## src/rtl/multdiv_controller_pkg.sv

```systemverilog
// Shared constants, state encoding and instruction decode for the execute-stage
// multiply/divide sequencer.
package multdiv_controller_pkg;

  localparam logic [4:0] OPC_RTYPE = 5'd0;
  localparam logic [4:0] ALU_MUL   = 5'd6;
  localparam logic [4:0] ALU_DIV   = 5'd7;

  localparam logic [31:0] EXC_MULT = 32'd4;
  localparam logic [31:0] EXC_DIV  = 32'd5;
  localparam logic [31:0] EXC_NONE = 32'd0;

  typedef enum logic [1:0] {
    ST_IDLE = 2'd0,
    ST_BUSY = 2'd1,
    ST_DONE = 2'd2
  } md_state_t;

  typedef struct packed {
    logic is_mult;
    logic is_div;
  } md_decode_t;

  function automatic md_decode_t decode_fields(input logic [4:0] opcode,
                                               input logic [4:0] alu_op);
    md_decode_t dec;
    dec.is_mult = (opcode == OPC_RTYPE) && (alu_op == ALU_MUL);
    dec.is_div  = (opcode == OPC_RTYPE) && (alu_op == ALU_DIV);
    return dec;
  endfunction

  function automatic logic [31:0] exc_code_for(input logic exc, input logic was_mult);
    if (!exc) begin
      return EXC_NONE;
    end
    return was_mult ? EXC_MULT : EXC_DIV;
  endfunction

endpackage

```

## src/rtl/multdiv_controller_if.sv

```systemverilog
// Bundle between the pipeline/multdiv unit side (master) and the sequencer (slave).
interface multdiv_controller_if;
  logic [31:0] dx_insn;
  logic [31:0] op_a;
  logic [31:0] op_b;
  logic        ctrl_mult;
  logic        ctrl_div;
  logic [31:0] md_a;
  logic [31:0] md_b;
  logic [31:0] md_result;
  logic        md_exception;
  logic        md_ready;
  logic        stall;
  logic [31:0] result;
  logic        result_valid;
  logic        exception;
  logic [31:0] exc_code;
  logic        timeout;

  modport master (
    output dx_insn, op_a, op_b, md_result, md_exception, md_ready,
    input  ctrl_mult, ctrl_div, md_a, md_b, stall,
    input  result, result_valid, exception, exc_code, timeout
  );

  modport slave (
    input  dx_insn, op_a, op_b, md_result, md_exception, md_ready,
    output ctrl_mult, ctrl_div, md_a, md_b, stall,
    output result, result_valid, exception, exc_code, timeout
  );
endinterface

```

## src/rtl/multdiv_controller_md_timeout_counter.sv

```systemverilog
// Counts BUSY cycles for the multdiv sequencer and flags when the allowance is used up.
module md_timeout_counter #(
  parameter int TIMEOUT_CYCLES = 40,
  parameter int CNT_W          = 6
) (
  input  logic i_clock,
  input  logic i_reset,   // active-low, asynchronous
  input  logic i_clear,
  input  logic i_enable,
  output logic o_expired
);

  logic [CNT_W-1:0] r_count;

  always_ff @(posedge i_clock or negedge i_reset) begin
    if (!i_reset) begin
      r_count <= '0;
    end else if (i_clear) begin
      r_count <= '0;
    end else if (i_enable) begin
      r_count <= r_count + 1'b1;
    end
  end

  // Raised during the last permitted BUSY cycle, so completion lands on the next edge.
  assign o_expired = (r_count == CNT_W'(TIMEOUT_CYCLES - 1));

endmodule

```

## src/rtl/multdiv_controller.sv

```systemverilog
// Execute-stage sequencer: issues a start pulse to the shared multiplier/divider,
// stalls the front of the pipe while it runs and presents the result for one cycle.
module multdiv_controller
  import multdiv_controller_pkg::*;
#(
  parameter int TIMEOUT_CYCLES = 40,
  parameter int CNT_W          = 6
) (
  input  logic                 i_clock,
  input  logic                 i_reset,   // active-low, asynchronous
  multdiv_controller_if.slave  io_bus
);

  md_state_t   r_state;
  md_state_t   w_state_next;
  md_decode_t  w_dec;

  logic [31:0] r_held_a;
  logic [31:0] r_held_b;
  logic        r_op_mult;
  logic [31:0] r_result;
  logic        r_exception;
  logic        r_timeout;

  logic        w_issue;
  logic        w_cap_ready;
  logic        w_cap_timeout;
  logic        w_cnt_en;
  logic        w_expired;

  logic        w_ctrl_mult;
  logic        w_ctrl_div;
  logic [31:0] w_md_a;
  logic [31:0] w_md_b;
  logic        w_stall;
  logic [31:0] w_result;
  logic        w_result_valid;
  logic        w_exception;
  logic [31:0] w_exc_code;
  logic        w_timeout;

  assign w_dec = decode_fields(io_bus.dx_insn[31:27], io_bus.dx_insn[6:2]);

  md_timeout_counter #(
    .TIMEOUT_CYCLES (TIMEOUT_CYCLES),
    .CNT_W          (CNT_W)
  ) u_timeout (
    .i_clock   (i_clock),
    .i_reset   (i_reset),
    .i_clear   (w_issue),
    .i_enable  (w_cnt_en),
    .o_expired (w_expired)
  );

  always_ff @(posedge i_clock or negedge i_reset) begin
    if (!i_reset) begin
      r_state <= ST_IDLE;
    end else begin
      r_state <= w_state_next;
    end
  end

  always_comb begin
    w_state_next   = r_state;
    w_issue        = 1'b0;
    w_cap_ready    = 1'b0;
    w_cap_timeout  = 1'b0;
    w_cnt_en       = 1'b0;
    w_ctrl_mult    = 1'b0;
    w_ctrl_div     = 1'b0;
    w_md_a         = io_bus.op_a;
    w_md_b         = io_bus.op_b;
    w_stall        = 1'b0;
    w_result       = '0;
    w_result_valid = 1'b0;
    w_exception    = 1'b0;
    w_exc_code     = '0;
    w_timeout      = 1'b0;

    // Reset is asynchronous, so the combinational outputs must also drop at once.
    if (!i_reset) begin
      w_state_next = ST_IDLE;
      w_md_a       = '0;
      w_md_b       = '0;
    end else begin
      case (r_state)
        ST_IDLE: begin
          if (w_dec.is_mult || w_dec.is_div) begin
            w_issue      = 1'b1;
            w_ctrl_mult  = w_dec.is_mult;
            w_ctrl_div   = w_dec.is_div && !w_dec.is_mult;
            w_stall      = 1'b1;
            w_state_next = ST_BUSY;
          end
        end

        ST_BUSY: begin
          w_stall  = 1'b1;
          w_cnt_en = 1'b1;
          w_md_a   = r_held_a;
          w_md_b   = r_held_b;
          // A real result always beats a coincident timeout.
          if (io_bus.md_ready) begin
            w_cap_ready  = 1'b1;
            w_state_next = ST_DONE;
          end else if (w_expired) begin
            w_cap_timeout = 1'b1;
            w_state_next  = ST_DONE;
          end
        end

        ST_DONE: begin
          w_md_a         = r_held_a;
          w_md_b         = r_held_b;
          w_result_valid = 1'b1;
          w_result       = r_result;
          w_exception    = r_exception;
          w_exc_code     = exc_code_for(r_exception, r_op_mult);
          w_timeout      = r_timeout;
          w_state_next   = ST_IDLE;
        end

        default: begin
          w_state_next = ST_IDLE;
        end
      endcase
    end
  end

  always_ff @(posedge i_clock or negedge i_reset) begin
    if (!i_reset) begin
      r_held_a    <= '0;
      r_held_b    <= '0;
      r_op_mult   <= 1'b0;
      r_result    <= '0;
      r_exception <= 1'b0;
      r_timeout   <= 1'b0;
    end else begin
      if (w_issue) begin
        r_held_a  <= io_bus.op_a;
        r_held_b  <= io_bus.op_b;
        r_op_mult <= w_dec.is_mult;
      end
      if (w_cap_ready) begin
        r_result    <= io_bus.md_result;
        r_exception <= io_bus.md_exception;
        r_timeout   <= 1'b0;
      end else if (w_cap_timeout) begin
        r_result    <= '0;
        r_exception <= 1'b1;
        r_timeout   <= 1'b1;
      end
    end
  end

  assign io_bus.ctrl_mult    = w_ctrl_mult;
  assign io_bus.ctrl_div     = w_ctrl_div;
  assign io_bus.md_a         = w_md_a;
  assign io_bus.md_b         = w_md_b;
  assign io_bus.stall        = w_stall;
  assign io_bus.result       = w_result;
  assign io_bus.result_valid = w_result_valid;
  assign io_bus.exception    = w_exception;
  assign io_bus.exc_code     = w_exc_code;
  assign io_bus.timeout      = w_timeout;

endmodule

```

## src/flat_wrapper.sv

```systemverilog
// flat-port wrapper written by rule: the top's interface ports become plain ports
module multdiv_controller_flat import multdiv_controller_pkg::*;
#(
  parameter int TIMEOUT_CYCLES = 40,
  parameter int CNT_W          = 6
)
  (i_clock, i_reset, io_bus_dx_insn, io_bus_op_a, io_bus_op_b, io_bus_md_result, io_bus_md_exception, io_bus_md_ready, io_bus_ctrl_mult, io_bus_ctrl_div, io_bus_md_a, io_bus_md_b, io_bus_stall, io_bus_result, io_bus_result_valid, io_bus_exception, io_bus_exc_code, io_bus_timeout);
  multdiv_controller_if io_bus_i ();
  input  logic i_clock;
  input  logic i_reset;
  input wire logic [$bits(io_bus_i.dx_insn)-1:0] io_bus_dx_insn;
  input wire logic [$bits(io_bus_i.op_a)-1:0] io_bus_op_a;
  input wire logic [$bits(io_bus_i.op_b)-1:0] io_bus_op_b;
  input wire logic [$bits(io_bus_i.md_result)-1:0] io_bus_md_result;
  input wire logic [$bits(io_bus_i.md_exception)-1:0] io_bus_md_exception;
  input wire logic [$bits(io_bus_i.md_ready)-1:0] io_bus_md_ready;
  output wire logic [$bits(io_bus_i.ctrl_mult)-1:0] io_bus_ctrl_mult;
  output wire logic [$bits(io_bus_i.ctrl_div)-1:0] io_bus_ctrl_div;
  output wire logic [$bits(io_bus_i.md_a)-1:0] io_bus_md_a;
  output wire logic [$bits(io_bus_i.md_b)-1:0] io_bus_md_b;
  output wire logic [$bits(io_bus_i.stall)-1:0] io_bus_stall;
  output wire logic [$bits(io_bus_i.result)-1:0] io_bus_result;
  output wire logic [$bits(io_bus_i.result_valid)-1:0] io_bus_result_valid;
  output wire logic [$bits(io_bus_i.exception)-1:0] io_bus_exception;
  output wire logic [$bits(io_bus_i.exc_code)-1:0] io_bus_exc_code;
  output wire logic [$bits(io_bus_i.timeout)-1:0] io_bus_timeout;
  assign io_bus_i.dx_insn = io_bus_dx_insn;
  assign io_bus_i.op_a = io_bus_op_a;
  assign io_bus_i.op_b = io_bus_op_b;
  assign io_bus_i.md_result = io_bus_md_result;
  assign io_bus_i.md_exception = io_bus_md_exception;
  assign io_bus_i.md_ready = io_bus_md_ready;
  assign io_bus_ctrl_mult = io_bus_i.ctrl_mult;
  assign io_bus_ctrl_div = io_bus_i.ctrl_div;
  assign io_bus_md_a = io_bus_i.md_a;
  assign io_bus_md_b = io_bus_i.md_b;
  assign io_bus_stall = io_bus_i.stall;
  assign io_bus_result = io_bus_i.result;
  assign io_bus_result_valid = io_bus_i.result_valid;
  assign io_bus_exception = io_bus_i.exception;
  assign io_bus_exc_code = io_bus_i.exc_code;
  assign io_bus_timeout = io_bus_i.timeout;
  multdiv_controller #(.TIMEOUT_CYCLES(TIMEOUT_CYCLES), .CNT_W(CNT_W)) u_core (.i_clock(i_clock), .i_reset(i_reset), .io_bus(io_bus_i));
endmodule
```

## config.mk

```make
export PLATFORM = sky130hd
export DESIGN_NAME = multdiv_controller_flat
export DESIGN_NICKNAME = d
export VERILOG_FILES = /design/src/rtl/multdiv_controller_pkg.sv /design/src/rtl/multdiv_controller_if.sv /design/src/rtl/multdiv_controller_md_timeout_counter.sv /design/src/rtl/multdiv_controller.sv /design/src/flat_wrapper.sv
export SDC_FILE = /design/constraint.sdc
export NUM_CORES = 1
export LEC_CHECK = 0
export BUFFER_PORTS_ARGS = -buffer_cell sky130_fd_sc_hd__buf_2
export CAP_MARGIN = 40
export CORE_UTILIZATION = 47
export DETAILED_ROUTE_END_ITERATION = 16
export HOLD_SLACK_MARGIN = 0.06
export MAX_ROUTING_LAYER = met4
export PLACE_DENSITY = 0.8
export SYNTH_ARGS = -nofsm -noshare
export SYNTH_HDL_FRONTEND = slang
export SYNTH_SLANG_ARGS = --single-unit
```

## constraint.sdc

```tcl
create_clock -name i_clock -period 2.57 [get_ports i_clock]
set_input_delay 0.257 -clock i_clock [delete_from_list [all_inputs] [get_ports i_clock]]
set_output_delay 0.257 -clock i_clock [all_outputs]
set_load 0.01 [all_outputs]
```

==> key figures, run 1 <==
Run status
  – Outcome: completed

Worst setup path
  – Critical setup path kind: register to output port
  – Delay-heaviest family, CP: simple AND/OR/NAND/NOR gates
  – Data arrival, critical path: 2130 ps
  – Crit-path slowest cell: dfrtp_1
  – Startpoint types: register
  – Worst-case reg-to-reg path depth: 6
  – WP buf/inv: 3
  – Crit path capture type: output port
  – Worst Path Max Fanout: 30
  – Crit-path cells: inv_1 -> ha_4 -> nand2_1 -> nor4_4 -> clkbuf_16 -> and2_1 -> buf_2
  – Critical Path Stages: 7
  – Setup slack, reg-to-reg: 550 ps
  – CP required: 2310 ps
  – Max incr delay on CP: 410 ps

Power
  – Post-layout power: 3580 µW
  – Worst vdd ir: 0.2757 mV
  – Clock Power Share: 37.3%
  – Net Sw Power: 950.9 µW
  – Flop pwr share: 48.4%
  – Internal power: 2629 µW
  – Combinational Power Share: 14.3%
  – Sw Share: 26.56%
  – P per Cell Area: 504.5 nW/µm²
  – Leakage: 0.003908 µW

Synthesis
  – Yosys warnings: 0
  – Cell count after synthesis: 490
  – Adder-Cell Fraction of Synth Area: 0.8741%
  – Synth Area in Simple Gates: roughly 14%
  – Largest family of logic cells by synthesized area: multiplexers
  – Sequential-to-total area share from yosys stat: a little under half
  – Dominant cell type by area after synthesis: dfrtp_1
  – Share of flip-flops with an asynchronous set or reset: 100.0%
  – XOR/XNOR Fraction of Synth Area: 0.7649%
  – Mapped Area: 5725 µm²
  – Flops & latches, synth: between 100 and 150
  – Top cells by area, synth: dfrtp_1, mux2i_1, mux2_2, nor2b_1, a22o_1
  – Avg Cell Area, Syn: about 12 µm²
  – Area fraction of the dominant cell type after synthesis: approximately 47%
  – Compound-cell area share of the yosys netlist: 5.682%
  – Synth unique cells: 33
  – Post-synth EDFFs: 0
  – Prevailing post-synth register cell: dfrtp_1
  – Mux share of post-synthesis cell area: between 20% and 30%

Global route
  – First-pass GRT wire length: slightly above 20000 µm
  – Tot GR Track Use: 20.29%
  – Pin count of the biggest net entering global routing: 128
  – Vias in the first global route: approximately 4200
  – Global route overflow: 0
  – Initial antenna violation count: 0

CTS
  – Clk buf depth: 2
  – CTS tree: yes
  – CTS Root Cell: clkbuf_16
  – Clk_lat worst skew: about 340 ps
  – Num Clock Sinks: 107
  – Worst-path clk slew: ~80 ps
  – # H-tree levels: 3
  – CTS buffer count: 9

Drt
  – Antenna Nets Post-Route: 0
  – Wire per inst: between 15 and 20 µm
  – TritonRoute pass-1 iters: 4
  – Drc violations: 0
  – Via count: 4288
  – Final WL: 12520 µm
  – DR iter-0 viols: 201
  – Via-per-instance ratio: 5.141

STA
  – Setup violators final: 0
  – RSZ-0062 raised after global routing: false
  – Fin crit share: 92.79%
  – Fmax: between 0.4 and 0.5 GHz
  – Layout Skew: 8.960 ps
  – Fin crit period: about 2400 ps
  – Slew @ Worst Pin: 782.0 ps
  – Slew headroom: a little under half
  – Worst hold slack: around 130 ps
  – Fin Setup TNS: 0 ps
  – Max Slew Vio Count: 0
  – Fin. Hold Viols: 0

Layout
  – Most common cell after layout, fill and taps aside: buf_2
  – Post-Route Utilization: 60.84%
  – Most frequent cells in the layout: buf_2, dfrtp_1, nor2b_1
  – N_diodes: 0
  – Final Instance Area: 7096 µm²
  – Nets@finish: about 800
  – Layout cell share with drive strength beyond 1: 42.26%
  – P&R area growth vs syn: 23.93%

Floorplan
  – Row cnt: 39
  – Die Height: 112.4 µm
  – I/O Pins: 266
  – Die area: 12630 µm²
  – Core Box Area: 11660 µm²
  – Starting density of the core: a little under 50%
  – Die W: 112.4 µm

Min path
  – Min-Delay Path Class: primary input to register
  – Hold path depth: 2

Place
  – Post-DP HPWL: 8660 µm
  – Placer Congestion: between 0.7 and 0.8
  – Port Buffers: roughly 210
  – Post-DP Area: between 6000 and 7000 µm²

Job
  – Maxcap violations: 0
## registers in the layout, summed over array words and instances (netlist names)
signal                    flops
u_core.r_state                2
u_core.r_held_b              32
u_core.r_held_a              32
u_core.r_timeout              1
u_core.u_timeout.r_count      6
u_core.r_result              32
u_core.r_exception            1
u_core.r_op_mult              1
## final timing paths
kind | start | endpoint
max in group asynchronous | i_reset | u_core.r_held_b[24]
worst min register to register | u_core.r_held_a[2] | u_core.r_held_a[2]
min in group asynchronous | i_reset | u_core.r_state[1]
worst max-delay path | u_core.r_state[1] | io_bus_ctrl_div
worst max register to register | u_core.r_state[1] | u_core.r_held_a[20]
worst min-delay path | io_bus_md_result[10] | u_core.r_result[10]
## stage by stage
| stage | worst slack, ps | instances |
|---|---|---|
| 6_report | 185.3 | 834 |
| 5_1_grt | 57.96 | 834 |
| 4_1_cts | 39.14 | 833 |
| 3_5_place_dp | 434.1 | 816 |
| 3_3_place_gp | 471.7 | 816 |
| 2_1_floorplan | 564.5 | 519 |
## per-layer routing
metal,vias up,routed length (µm),GRT usage (%)
met5,-,0,-
met4,0,201,6.489
met3,17,644,3.294
met2,153,6267,34.45
met1,2074,5410,24.81
li1,2044,-,-
## synth_stat cells, types with 2 or more instances
cell type    n
and2_1       3
nand2_1      9
buf_6        7
a21oi_1      3
nand4_1      2
mux2_1      14
buf_2        6
buf_4       31
inv_1        3
a22o_1      32
nor2b_1     66
clkbuf_1    24
ha_1         4
dfrtp_1    107
nor2_1      11
mux2_2      50
xor2_1       4
and3_1      36
mux2i_1     64
## final cells by class
cell class / count / area (µm²)
clock buffers: 9 / 225.2
clock inverters: 7 / 60.06
fillers: 954 / 4567
inverters: 3 / 11.26
multi-input cells: 341 / 2726
flip-flops and latches: 107 / 2678
well taps: 143 / 178.9
repair buffers: 224 / 1216
## power groups by stage
stage                     registers, µW  logic (µW)  clock network [µW]
after detailed placement           1760         516                   0
after global placement             1760         501                   0
final                              1730         512                1340
after floorplan                    1760         312                   0
after CTS                          1730         519                1370
after global routing               1740         566                1420
## kinds of logic after synthesis
kind of cell             count (synthesis)
adder cells (fa/ha/maj)                  4
flip-flops                             107
buffers and inverters                   71
multiplexers                           128
XOR/XNOR                                 5
AND/OR/NAND/NOR                        135
AO/OA/AOI/OAI                           39
other                                    1
## worst reg2reg max path, cell delays in order, from the launching register on
cell and delay, ps:
dfrtp_1 410, inv_1 140, ha_4 150, nand2_1 120
nor4_4 330, buf_6 370, mux2_2 390
## repair_timing
| item | in CTS | in global routing |
|---|---|---|
| hold buffers | 1 | 0 |
| hold endpoints to repair | 66 | 0 |
| buffers inserted | 0 | 0 |
| endpoints found under the setup margin | 0 | 1 |
| resized for setup | 0 | 1 |
(Power assumes the default switching activity.)
==> run 2, diff against run 1 <==
--- a/constraint.sdc
+++ b/constraint.sdc
@@ -3,2 +3,2 @@
 set_output_delay 0.257 -clock i_clock [all_outputs]
-set_load 0.01 [all_outputs]
+set_load 0.05 [all_outputs]
==> run 2 against run 1 <==
  * Utilization increased by 0.75 points
  * Critical endpoint unchanged
  * Global-route usage decreased by 0.085 points
  * Clock skew about the same
  * Power increased by 8.1%
  * Register-to-register slack got worse by 50 ps
  * Highest routed layer unchanged
  * Critical path depth unchanged
  * Combinational power increased by 59%
  * Via count increased by 0.89%
  * Critical path type unchanged
  * Maximum frequency decreased by 0.94%
  * Sequential share of layout area decreased by 0.46 points
==> key figures, run 2 (synthesized netlist as in run 1, its figures left out) <==
Layout
  – Non-filler cells, final: 846
  – Most common cell after layout, fill and taps aside: buf_2
  – Area occupied by multi-input gates: 2726 µm²
  – P&R area growth vs syn: 25.46%
  – Seq. cell area: 2678 µm²
  – Biggest registers after layout: u_core.r_held_a x32, u_core.r_held_b x32, u_core.r_result x32
  – Most frequent cells in the layout: buf_2, dfrtp_1, nor2b_1
  – Nets@finish: 834
  – Layout cell share with drive strength beyond 1: 43.24%
  – N_diodes: 0
  – Post-Route Utilization: 61.59%
  – Fillers: 942

Place
  – Post-placement cell count: 825
  – Post-DP HPWL: 8960 µm
  – Port Buffers: ~210
  – Placer Congestion: slightly below 0.8

STA
  – Layout Skew: about 8.5 ps
  – Fin Setup TNS: 0 ps
  – RSZ-0062 raised after global routing: false
  – Fin. Hold Viols: 0
  – Slew @ Worst Pin: 584.1 ps
  – Max Slew Vio Count: 0
  – Slew headroom: 61.06%
  – Setup violators final: 0
  – Fin crit period: 2407 ps
  – Fin crit share: roughly 94%
  – Fmax: a little over 0.4 GHz

CTS
  – Worst-path clk slew: 80 ps
  – CTS tree: yes
  – CTS Root Cell: clkbuf_16
  – Num Clock Sinks: 107
  – # H-tree levels: 3
  – Clk buf depth: 2
  – Clk_lat worst skew: 340 ps
  – CTS buffer count: 9

Floorplan
  – I/O Pins: 266
  – Row cnt: 39
  – Core Box Area: 11660 µm²
  – Die W: 112.4 µm
  – Die area: 12630 µm²
  – Die Height: 112.4 µm
  – Starting density of the core: 49.09%

Drt
  – Final WL: roughly 13000 µm
  – TritonRoute pass-1 iters: 4
  – DR iter-0 viols: 223
  – Via count: roughly 4300
  – Wire per inst: 15.02 µm
  – Antenna Nets Post-Route: 0
  – Via-per-instance ratio: between 5 and 6
  – Drc violations: 0

Power
  – P per Cell Area: 538.5 nW/µm²
  – Worst vdd ir: 0.3676 mV
  – Leakage: 0.003978 µW

Global route
  – Pin count of the biggest net entering global routing: 96
  – First-pass GRT wire length: 20010 µm
  – Vias in the first global route: 4236
  – Initial antenna violation count: 0
  – Global route overflow: 0
  – Tot GR Track Use: 20.20%

Worst setup path
  – Crit path capture type: output port
  – Max incr delay on CP: between 400 and 500 ps
  – Startpoint types: register
  – Delay-heaviest family, CP: buffers and inverters
  – Data arrival, critical path: 2150 ps
  – Crit-path cells: inv_1 -> ha_4 -> nand2_1 -> nor4_4 -> clkbuf_16 -> and2_1 -> buf_2
  – WP buf/inv: 3
  – Worst Path Max Fanout: 21
  – CP required: about 2300 ps
  – Critical setup path kind: register to output port
  – Crit-path slowest cell: dfrtp_1

Run status
  – Outcome: completed

Job
  – Maxcap violations: 0

Min path
  – Min-Delay Path Class: primary input to register
[run 2: cell count changes in the layout (fill, tap and decap cells not counted), sizes merged]
cell      delta
buf         +12
inv          -1
clkinv       +3
clkinvlp     -2
[run 2: final timing paths]
kind / start / to / slack, ps / depth (start not counted)
max reg2reg: u_core.r_state[1] / u_core.r_held_a[13] / 500 / 7
min reg2reg: u_core.r_held_b[7] / u_core.r_held_b[7] / 490 / 1
min in group asynchronous: i_reset / u_core.r_exception / 260 / 2
max in group asynchronous: i_reset / u_core.r_held_b[9] / 1560 / 3
max: u_core.r_state[1] / io_bus_ctrl_div / 160 / 7
min: io_bus_md_result[23] / u_core.r_result[23] / 130 / 2
[run 2: layer usage]
| layer | global-route usage [%] | wire (µm) |
|---|---|---|
| met1 | 24.11 | 5406 |
| met2 | 33.83 | 6308 |
| met3 | 3.888 | 719 |
| met4 | 8.000 | 269 |
| met5 | - | 0 |
[run 2: worst reg2reg max path: cells and delay by family, from the launching register on]
family | cells | cell delay, ps
buffers and inverters | 3 | 660
adders and majority gates | 1 | 150
and+or+nand+nor | 2 | 390
muxes | 1 | 350
DFF | 1 | 410
[run 2: through the flow]
step / worst slack (ps) / hold slack [ps] / cell area (µm²) / total power (µW)
after global routing: 17.35 / 126.9 / 7183 / 4032
after detailed placement: 361.6 / 48.88 / 6839 / 2575
after CTS: 9.429 / 115.4 / 7137 / 3907
final: 162.7 / 131.0 / 7183 / 3868
after floorplan: 190.8 / -38.59 / 5834 / 2360
after global placement: 422.6 / 51.76 / 6839 / 2558
[run 2: what timing repair did]
| action | in CTS | in global routing |
|---|---|---|
| setup buffers | 0 | 3 |
| endpoints found under the setup margin | 0 | 2 |
| hold buffers | 1 | 0 |
| hold endpoints to repair | 82 | 0 |
| resized for setup | 0 | 1 |
[run 2: final cells by class]
| cell class | instances | share of cell area, % |
|---|---|---|
| multi-input cells | 341 | 37.95 |
| flip-flops and latches | 107 | 37.28 |
| repair buffers | 236 | 18.12 |
| clock buffers | 9 | 3.135 |
| well taps | 143 | 2.491 |
| clock inverters | 7 | 0.8709 |
| inverters | 3 | 0.1568 |
[run 2: power breakdown]
group	internal, µW	total (µW)	switching, µW	leakage [µW]
registers	1710	1730	17.5	0.00148
logic	251	813	562	0.00236
clock network	675	1320	648	0.000138
